==> src/rtl/mul_pkg.sv <==
// Shared types and constants for the sequential Booth multiplier.
package mul_pkg;

  localparam int MUL_WIDTH = 16;

  typedef enum logic [1:0] {
    IDLE = 2'd0,
    RUN  = 2'd1,
    DONE = 2'd2
  } state_e;

  // Booth pair {q[0], q_m1}; 2'b11 behaves like BOOTH_NOP
  localparam logic [1:0] BOOTH_NOP = 2'b00;
  localparam logic [1:0] BOOTH_ADD = 2'b01;
  localparam logic [1:0] BOOTH_SUB = 2'b10;

endpackage

==> src/rtl/booth_mul_seq_if.sv <==
// Command, product and shared add/sub unit signals of booth_mul_seq.
interface booth_mul_seq_if #(parameter int WIDTH = mul_pkg::MUL_WIDTH);
  logic               start_valid;
  logic               start_ready;
  logic [WIDTH-1:0]   op_a;
  logic [WIDTH-1:0]   op_b;
  logic [WIDTH-1:0]   add_a;
  logic [WIDTH-1:0]   add_b;
  logic               add_cin;
  logic               add_is_sub;
  logic [WIDTH-1:0]   add_s;
  logic               add_ovfl;
  logic               prod_valid;
  logic               prod_ready;
  logic [2*WIDTH-1:0] prod;
  logic               busy;

  modport slave (
    input  start_valid, op_a, op_b, add_s, add_ovfl, prod_ready,
    output start_ready, add_a, add_b, add_cin, add_is_sub, prod_valid, prod, busy
  );

  modport master (
    output start_valid, op_a, op_b, add_s, add_ovfl, prod_ready,
    input  start_ready, add_a, add_b, add_cin, add_is_sub, prod_valid, prod, busy
  );
endinterface

==> src/rtl/booth_step_dec.sv <==
// Radix-2 Booth step decode: selects the adder B operand and add/sub mode.
module booth_step_dec
  import mul_pkg::*;
(
  input  logic q0,
  input  logic q_m1,
  output logic sel_mcand,
  output logic is_sub
);

  logic [1:0] pair;
  assign pair = {q0, q_m1};

  always_comb begin
    sel_mcand = 1'b0;
    is_sub    = 1'b0;
    case (pair)
      BOOTH_ADD: sel_mcand = 1'b1;
      BOOTH_SUB: begin
        sel_mcand = 1'b1;
        is_sub    = 1'b1;
      end
      default: ;
    endcase
  end

endmodule

==> src/rtl/booth_mul_seq.sv <==
// Sequential radix-2 Booth 16x16 signed multiplier on a shared CLA add/sub unit.
// Optional BOOTH_MUL_SEQ_ZERO_SKIP_EN: zero operands go straight to DONE.
module booth_mul_seq
  import mul_pkg::*;
#(
  parameter int WIDTH = MUL_WIDTH,
  parameter int CNT_W = 5
) (
  input  logic            clk,
  input  logic            rst,
  booth_mul_seq_if.slave  bus
);

  state_e             state_q, state_d;
  logic [WIDTH-1:0]   acc, q, mcand;
  logic               q_m1;
  logic [CNT_W-1:0]   cnt;
  logic [2*WIDTH-1:0] prod_q;

  logic               sel_mcand, step_sub, sgn;
  logic [WIDTH-1:0]   acc_next, q_next;
  logic               accept, zero_op, last_step;

  booth_step_dec u_dec (
    .q0        (q[0]),
    .q_m1      (q_m1),
    .sel_mcand (sel_mcand),
    .is_sub    (step_sub)
  );

  assign accept = bus.start_valid & bus.start_ready;

`ifdef BOOTH_MUL_SEQ_ZERO_SKIP_EN
  assign zero_op = (bus.op_a == '0) | (bus.op_b == '0);
`else
  assign zero_op = 1'b0;
`endif

  // Adder MSB alone is wrong on overflow; xor with ovfl gives the true sign.
  assign sgn       = bus.add_s[WIDTH-1] ^ bus.add_ovfl;
  assign acc_next  = {sgn, bus.add_s[WIDTH-1:1]};
  assign q_next    = {bus.add_s[0], q[WIDTH-1:1]};
  assign last_step = (cnt == CNT_W'(WIDTH-1));
  assign bus.prod  = prod_q;

  always_comb begin
    state_d         = state_q;
    bus.start_ready = 1'b0;
    bus.prod_valid  = 1'b0;
    bus.busy        = 1'b0;
    bus.add_a       = '0;
    bus.add_b       = '0;
    bus.add_cin     = 1'b0;
    bus.add_is_sub  = 1'b0;
    case (state_q)
      IDLE: begin
        bus.start_ready = 1'b1;
        if (bus.start_valid) state_d = zero_op ? DONE : RUN;
      end
      RUN: begin
        bus.busy       = 1'b1;
        bus.add_a      = acc;
        bus.add_b      = sel_mcand ? mcand : '0;
        bus.add_is_sub = step_sub;
        bus.add_cin    = step_sub;
        if (last_step) state_d = DONE;
      end
      DONE: begin
        bus.busy       = 1'b1;
        bus.prod_valid = 1'b1;
        if (bus.prod_ready) state_d = IDLE;
      end
      default: state_d = IDLE;
    endcase
  end

  always_ff @(posedge clk) begin
    if (rst) begin
      state_q <= IDLE;
      acc     <= '0;
      q       <= '0;
      q_m1    <= 1'b0;
      mcand   <= '0;
      cnt     <= '0;
      prod_q  <= '0;
    end else begin
      state_q <= state_d;
      case (state_q)
        IDLE: if (accept) begin
          mcand <= bus.op_a;
          q     <= bus.op_b;
          acc   <= '0;
          q_m1  <= 1'b0;
          cnt   <= '0;
          if (zero_op) prod_q <= '0;
        end
        RUN: begin
          acc  <= acc_next;
          q    <= q_next;
          q_m1 <= q[0];
          cnt  <= cnt + 1'b1;
          if (last_step) prod_q <= {acc_next, q_next};
        end
        default: ;
      endcase
    end
  end

endmodule

==> src/flat_wrapper.sv <==
// flat-port wrapper written by rule: the top's interface ports become plain ports
module booth_mul_seq_flat import mul_pkg::*;
#(
  parameter int WIDTH = MUL_WIDTH,
  parameter int CNT_W = 5
)
  (clk, rst, bus_start_valid, bus_op_a, bus_op_b, bus_add_s, bus_add_ovfl, bus_prod_ready, bus_start_ready, bus_add_a, bus_add_b, bus_add_cin, bus_add_is_sub, bus_prod_valid, bus_prod, bus_busy);
  booth_mul_seq_if #(.WIDTH(WIDTH)) bus_i ();
  input  logic clk;
  input  logic rst;
  input wire logic [$bits(bus_i.start_valid)-1:0] bus_start_valid;
  input wire logic [$bits(bus_i.op_a)-1:0] bus_op_a;
  input wire logic [$bits(bus_i.op_b)-1:0] bus_op_b;
  input wire logic [$bits(bus_i.add_s)-1:0] bus_add_s;
  input wire logic [$bits(bus_i.add_ovfl)-1:0] bus_add_ovfl;
  input wire logic [$bits(bus_i.prod_ready)-1:0] bus_prod_ready;
  output wire logic [$bits(bus_i.start_ready)-1:0] bus_start_ready;
  output wire logic [$bits(bus_i.add_a)-1:0] bus_add_a;
  output wire logic [$bits(bus_i.add_b)-1:0] bus_add_b;
  output wire logic [$bits(bus_i.add_cin)-1:0] bus_add_cin;
  output wire logic [$bits(bus_i.add_is_sub)-1:0] bus_add_is_sub;
  output wire logic [$bits(bus_i.prod_valid)-1:0] bus_prod_valid;
  output wire logic [$bits(bus_i.prod)-1:0] bus_prod;
  output wire logic [$bits(bus_i.busy)-1:0] bus_busy;
  assign bus_i.start_valid = bus_start_valid;
  assign bus_i.op_a = bus_op_a;
  assign bus_i.op_b = bus_op_b;
  assign bus_i.add_s = bus_add_s;
  assign bus_i.add_ovfl = bus_add_ovfl;
  assign bus_i.prod_ready = bus_prod_ready;
  assign bus_start_ready = bus_i.start_ready;
  assign bus_add_a = bus_i.add_a;
  assign bus_add_b = bus_i.add_b;
  assign bus_add_cin = bus_i.add_cin;
  assign bus_add_is_sub = bus_i.add_is_sub;
  assign bus_prod_valid = bus_i.prod_valid;
  assign bus_prod = bus_i.prod;
  assign bus_busy = bus_i.busy;
  booth_mul_seq #(.WIDTH(WIDTH), .CNT_W(CNT_W)) u_core (.clk(clk), .rst(rst), .bus(bus_i));
endmodule
==> config.mk <==
export PLATFORM = sky130hd
export DESIGN_NAME = booth_mul_seq_flat
export DESIGN_NICKNAME = d
export VERILOG_FILES = /design/src/rtl/mul_pkg.sv /design/src/rtl/booth_mul_seq_if.sv /design/src/rtl/booth_step_dec.sv /design/src/rtl/booth_mul_seq.sv /design/src/flat_wrapper.sv
export SDC_FILE = /design/constraint.sdc
export NUM_CORES = 1
export LEC_CHECK = 0
export CAP_MARGIN = 15
export CORE_AREA = 5 5 122 66
export CTS_CLUSTER_DIAMETER = 40
export DETAILED_ROUTE_END_ITERATION = 6
export DIE_AREA = 0 0 127 71
export DONT_BUFFER_PORTS = 1
export PLACE_DENSITY = 0.73
export SETUP_SLACK_MARGIN = 0.05
export SYNTH_ARGS = -nofsm -noshare
export SYNTH_HDL_FRONTEND = slang
export SYNTH_HIERARCHICAL = 1
export SYNTH_SLANG_ARGS = --single-unit
==> constraint.sdc <==
create_clock -name clk -period 1.5 [get_ports clk]
set_input_delay 0.3 -clock clk [delete_from_list [all_inputs] [get_ports clk]]
set_output_delay 0.3 -clock clk [all_outputs]
set_load 0.02 [all_outputs]
Word-level counts from Yosys, hierarchy flattened:

Index checks and enable logic that the tools add are counted.

* flip-flop bits (word level): 88
* bits of input ports: 53
* output and inout port bits: 69
* word-level logic and storage cells: 48

* add/sub/neg operators: 1
* equality and inequality tests: 9
* multiplexer cells: 21
* bitwise gates (word level): 2
* reductions and logical operators: 8

Operators by type and width (number)
* $mux W16: 5
* $pmux W16 S2: 2
* $pmux W5 S2: 1
* $mux W1: 7
* $mux W2: 3
* $pmux W2 S3: 1
* $reduce_and A2 Y1: 3
* $add A5 B1 Y5 const B: 1
* $eq A5 B4 Y1 const B: 1
* $mux W5: 1
* $eq A2 B1 Y1 const B: 2
* $eq A2 B2 Y1 const B: 2
* $ne A2 B1 Y1 const B: 2
* $ne A2 B2 Y1 const B: 2
* $reduce_or A2 Y1: 2
* $reduce_and A3 Y1: 1
* $logic_not A2 Y1: 1
* $pmux W1 S2: 1
* $reduce_bool A2 Y1: 1
* $and A1 B1 Y1: 1
* $xor A1 B1 Y1: 1

Depth between registers and ports, before layout:

* word-level depth: 5
* mapped depth: 8
* gate-level depth less buffers: 6

By module:

Netlist, hierarchy kept.

Modules (own cells, without submodules)
* booth_mul_seq: times used 1, cells each 433, area an instance 3689.8 um2, seq. area each 1761.7 um2
* booth_step_dec: times used 1, cells each 3, area an instance 20.0 um2, seq. area each 0.0 um2

Worst setup path after synthesis:

OpenSTA, ideal clock, no wires.

* path type: register -> output
* start: register u_core.state_q[1]
* end: output port bus_add_is_sub
* arrival time: 1.404 ns
* data required time: 1.200 ns
* slack: -0.204 ns
* cell stages (with the launch flop): 7
* path buffers: 3
* path through: dfxtp_1 inv_1 ha_1 buf_6 clkbuf_1 and2_1 buf_4

* longest elaborated chain between the ends: 2

Ends and longest elaborated chain
* start: declaration: line booth_mul_seq.sv:14 `state_e state_q, state_d;`
* start signal: assignment: line booth_mul_seq.sv:87 `state_q <= state_d;`
* $eq A2 B1 Y1
* $mux W1
* end: declaration: line flat_wrapper.sv:21 `output wire logic [$bits(bus_i.add_is_sub)-1:0] bus_add_is_sub;`

No other way between the ends.

Worst setup path in the final report:

* start: register u_core.state_q[0]
* end: output port bus_add_b[12]

* longest elaborated chain between the ends: 2

Ends and longest elaborated chain
* $eq A2 B1 Y1: line booth_mul_seq.sv:55 `case (state_q)`
* $mux W16: line booth_mul_seq.sv:55
* end: declaration: line flat_wrapper.sv:19 `output wire logic [$bits(bus_i.add_b)-1:0] bus_add_b;`

No other way between the ends.

==> impl_metrics.prom <==
# TYPE chip_impl_metric gauge
chip_impl_metric{name="detailedRoute.firstPassIterationCount",unit=""} 6
chip_impl_metric{name="min_period_over_period",unit="%"} 116
chip_impl_info{name="cp-start-kind",value="flip-flop"} 1
chip_impl_metric{name="finClkSkew",unit="ns"} 0.00903
chip_impl_metric{name="reg2regPathDepth",unit=""} 10
chip_impl_metric{name="gr-usage-all-layers",unit="%"} 27.9
chip_impl_info{name="worstReg2RegStart",value="u_core/state_q[1]"} 1
chip_impl_metric{name="crit_path_max_fanout",unit=""} 15
chip_impl_metric{name="antenna_diode_count",unit=""} 0
chip_impl_info{name="path_common_cell",value="sky130_fd_sc_hd__buf_12"} 1
chip_impl_info{name="most_common_library_cell_in_the_layout_ignoring_fill_and_taps",value="sky130_fd_sc_hd__dfxtp_1"} 1
chip_impl_metric{name="nets",unit=""} 544
chip_impl_metric{name="ctsHtreeMaxLevel",unit=""} 3
chip_impl_metric{name="arrival",unit="ns"} 1.43
chip_impl_metric{name="synth_simple_gate_area_share",unit="%"} 22.0
chip_impl_metric{name="timing.hold.worst_path_depth",unit=""} 1
chip_impl_metric{name="synth_seq_cells",unit=""} 88
chip_impl_info{name="min_path_type",value="primary input to flip-flop"} 1
chip_impl_metric{name="grt_overflow_total",unit=""} 0
chip_impl_metric{name="floorplan.die.height",unit="µm"} 71
chip_impl_metric{name="muxShareOfSynthArea",unit="%"} 5.33
chip_impl_metric{name="post-dp-hpwl",unit="µm"} 6340
chip_impl_metric{name="design.core.area",unit="µm²"} 6990
chip_impl_info{name="slowest_stage",value="sky130_fd_sc_hd__dfxtp_4"} 1
chip_impl_metric{name="final_hold_vio_count",unit=""} 0
chip_impl_info{name="result_of_the_run",value="complete, but fails checks"} 1
chip_impl_metric{name="route.detailed.vias_per_inst",unit=""} 6.16
chip_impl_metric{name="antenna_violating_nets_post_route",unit=""} 0
chip_impl_metric{name="critPathRequiredTime",unit="ns"} 1.20
chip_impl_metric{name="vdd_ir_drop_max",unit="µV"} 766
chip_impl_metric{name="yosysUniqueCellTypes",unit=""} 35
chip_impl_metric{name="fin_area",unit="µm²"} 5770
chip_impl_metric{name="cellLeakagePower",unit="µW"} 0.00213
chip_impl_metric{name="port_buffer_cells",unit=""} 0
chip_impl_metric{name="synth_warnings",unit=""} 6
chip_impl_metric{name="max-slew-margin-rel",unit="%"} 72.8
chip_impl_metric{name="drt_iter0_markers",unit=""} 377
chip_impl_metric{name="timing.fmax",unit="MHz"} 576
chip_impl_metric{name="tns",unit="ns"} -11.57
chip_impl_metric{name="postLayoutSetupSlackWorst",unit="ns"} -0.235
chip_impl_info{name="violations",value="negative setup slack"} 1
chip_impl_info{name="endpoint_of_the_worst_register_to_register_path",value="u_core/acc[0]"} 1
chip_impl_info{name="hold_end",value="u_core/bus.prod[8]"} 1
chip_impl_metric{name="setup_viol_count_final",unit=""} 102
chip_impl_metric{name="timing.critical_path.slowest_cell_delay",unit="ns"} 0.39
chip_impl_metric{name="worst_skew_pair.late_latency",unit="ns"} 0.35
chip_impl_metric{name="fp-row-count",unit=""} 22
chip_impl_metric{name="slew_violations",unit=""} 0
chip_impl_metric{name="timing.max_cap.violations",unit=""} 0
chip_impl_metric{name="ios",unit=""} 122
chip_impl_metric{name="path_buf_inv",unit=""} 2
chip_impl_metric{name="final_period_minus_worst_setup_slack",unit="ns"} 1.73
chip_impl_info{name="worst_hold_startpoint",value="rst"} 1
chip_impl_metric{name="clockBufferDepth",unit=""} 2
chip_impl_metric{name="instances_no_fill",unit=""} 586
chip_impl_metric{name="postCtsHoldBufs",unit=""} 0
chip_impl_metric{name="routedWlPerCell",unit="µm"} 23.5
chip_impl_info{name="critical_path_sink_type",value="output port"} 1
chip_impl_metric{name="synth_compound_gate_area_share",unit="%"} 16.0
chip_impl_metric{name="worst_setup_hold_path_clk_slew",unit="ns"} 0.06
chip_impl_metric{name="globalplace.congestion",unit=""} 0.811
chip_impl_metric{name="grt_first_pass_wirelength",unit="µm"} 19600
chip_impl_metric{name="fin_util",unit="%"} 82.5
chip_impl_metric{name="area_growth_syn_to_layout",unit="%"} 55.5
chip_impl_metric{name="yosysSeqAreaShare",unit="%"} 47.5
chip_impl_metric{name="largest_net_degree_at_the_start_of_global_routing",unit=""} 89
chip_impl_metric{name="max_slew.worst_pin.slew",unit="ns"} 0.405
chip_impl_info{name="clock-root-buffer",value="sky130_fd_sc_hd__clkbuf_16"} 1
chip_impl_metric{name="p_per_area",unit="nW/µm²"} 1020
chip_impl_metric{name="remaining_drc_errors",unit=""} 0
chip_impl_metric{name="placement.cell_area",unit="µm²"} 4020
chip_impl_metric{name="post_synth_inst_count",unit=""} 436
chip_impl_metric{name="synth.cell_area",unit="µm²"} 3710
chip_impl_metric{name="postRouteWirelength",unit="µm"} 13800
chip_impl_info{name="cp_top_family",value="flip-flops"} 1
chip_impl_metric{name="floorplan.die_area",unit="µm²"} 9020
chip_impl_info{name="layout.cells.most_common_list",value="sky130_fd_sc_hd__dfxtp_1, sky130_fd_sc_hd__nand2_1, sky130_fd_sc_hd__a21oi_2"} 1
chip_impl_metric{name="fill_cells",unit=""} 401
chip_impl_metric{name="routed-via-count",unit=""} 3608
chip_impl_metric{name="average_cell_area_after_synthesis",unit="µm²"} 8.51
chip_impl_metric{name="synth-adder-area-share",unit="%"} 2.02
chip_impl_metric{name="synth.net_count",unit=""} 495
chip_impl_metric{name="place_inst",unit=""} 521
chip_impl_metric{name="fp.dieW",unit="µm"} 127
chip_impl_metric{name="first_global_vias",unit=""} 3543
chip_impl_metric{name="tritoncts.num_buffers",unit=""} 9
chip_impl_metric{name="clkSinkCount",unit=""} 88
chip_impl_info{name="path_cells",value="ha_4 -> buf_12 -> buf_12 -> and3_4"} 1
chip_impl_info{name="grt_setup_unrepaired",value="yes"} 1
chip_impl_metric{name="initial_antenna_violation_count",unit=""} 0
chip_impl_info{name="synth_top_family_by_area",value="simple AND/OR/NAND/NOR gates"} 1
chip_impl_metric{name="ff2ff_setup_slack",unit="ns"} -0.18
chip_impl_metric{name="synth_area_in_xor_xnor",unit="%"} 0.236
chip_impl_metric{name="initial_core_utilization",unit="%"} 53.1
chip_impl_info{name="tritoncts",value="yes"} 1
chip_impl_metric{name="final_layout_size_suffix_gt1_share",unit="%"} 54.7
chip_impl_info{name="path_class",value="flip-flop to output port"} 1
## Yosys cell counts
cell                       count  share of area, %
sky130_fd_sc_hd__a2111o_1      1              0.30
sky130_fd_sc_hd__a211oi_1     17               3.4
sky130_fd_sc_hd__a21oi_1      51               6.9
sky130_fd_sc_hd__a31oi_1       1              0.17
sky130_fd_sc_hd__a32oi_1      17               4.0
sky130_fd_sc_hd__and2_1       18               3.0
sky130_fd_sc_hd__and2b_1       1              0.20
sky130_fd_sc_hd__and3_1       17               2.9
sky130_fd_sc_hd__buf_2        14               1.9
sky130_fd_sc_hd__buf_4         5               1.0
sky130_fd_sc_hd__buf_6         6               1.8
sky130_fd_sc_hd__clkbuf_1     12               1.2
sky130_fd_sc_hd__clkbuf_2      1              0.13
sky130_fd_sc_hd__dfxtp_1      88                47
sky130_fd_sc_hd__ha_1          6               2.0
sky130_fd_sc_hd__inv_1         8              0.81
sky130_fd_sc_hd__inv_2         1              0.10
sky130_fd_sc_hd__mux2_4        1              0.40
sky130_fd_sc_hd__mux2i_1      16               4.3
sky130_fd_sc_hd__mux2i_4       1              0.61
sky130_fd_sc_hd__nand2_1      99                10
sky130_fd_sc_hd__nand2b_1      2              0.34
sky130_fd_sc_hd__nand3_1       2              0.27
sky130_fd_sc_hd__nand3b_1      1              0.20
sky130_fd_sc_hd__nand4_1       1              0.17
sky130_fd_sc_hd__nand4b_1      1              0.24
sky130_fd_sc_hd__nor2_1       37               3.7
sky130_fd_sc_hd__nor2b_1       2              0.34
sky130_fd_sc_hd__nor3_1        1              0.13
sky130_fd_sc_hd__o311ai_0      1              0.24
sky130_fd_sc_hd__o31ai_1       2              0.40
sky130_fd_sc_hd__o32a_1        2              0.54
sky130_fd_sc_hd__or3_1         1              0.17
sky130_fd_sc_hd__or3b_2        1              0.24
sky130_fd_sc_hd__xnor2_1       1              0.24
## stage by stage
stage | hold slack [ns] | setup slack, ns | power (µW)
after floorplan | 0.432 | 0.0239 | 3000
after global placement | 0.373 | 0.00652 | 3080
after detailed placement | 0.374 | -0.0870 | 3090
after CTS | 0.0124 | -0.217 | 5720
after global routing | 0.000685 | -0.289 | 6090
final | 0.0173 | -0.235 | 5900
## metal layers
layer	share of wire, %	vias up	track usage, %
li1	-	1596	-
met1	42	1763	36.5
met2	45	217	43.1
met3	11	32	11.0
met4	2.1	0	7.73
met5	0	-	0
## worst max path at each step
stage | endpoint | slack (ns) | depth (start not counted) | startpoint
finish | bus_add_b[12] | -0.23 | 4 | u_core/state_q[0]
global route | bus_add_b[2] | -0.29 | 5 | u_core/state_q[1]
CTS | bus_add_b[12] | -0.22 | 4 | u_core/q_m1
detailed placement | u_core/bus.prod[11] | -0.09 | 7 | u_core/cnt[0]
global placement | bus_add_a[2] | 0.007 | 4 | u_core/state_q[1]
floorplan | bus_add_b[0] | 0.02 | 6 | u_core/state_q[1]
## registers in the layout, indices dropped and copies added (netlist names)
| register | cells |
|---|---|
| u_core/acc | 16 |
| u_core/bus.prod | 32 |
| u_core/cnt | 5 |
| u_core/mcand | 16 |
| u_core/q | 16 |
| u_core/q_m1 | 1 |
| u_core/state_q | 2 |
## logic make-up (layout without fill, tap and decap cells)
kind of cell	after synthesis	count (layout)
xor+xnor	1	1
flops	88	88
mux	18	23
fa+ha+maj	6	6
simple gates	184	185
buf+inv	47	95
compound gates	92	92
## cell type report
class	count	area, µm²	share of cell area (%)
inverters	9	41.3	0.716
clock buffers	10	239	4.14
repair buffers	69	948	16.4
clock inverters	6	67.6	1.17
multi-input cells	307	2570	44.6
repair inverters	1	7.51	0.130
flip-flops and latches	88	1770	30.7
well taps	96	120	2.08
## where the power goes
part	internal (µW)	switching [µW]	total [µW]	leakage, µW
Combinational	534	519	1050	0.00126
Sequential	2430	101	2540	0.000719
Clock	1340	970	2310	0.000145
## repair_timing
| action | in CTS | in global routing |
|---|---|---|
| gates cloned | 15 | 2 |
| gates resized for setup | 166 | 85 |
| setup buffers | 28 | 10 |
| pin swaps | 65 | 50 |
| endpoints found under the setup margin | 96 | 117 |
Power figures use the tool's default switching activity.
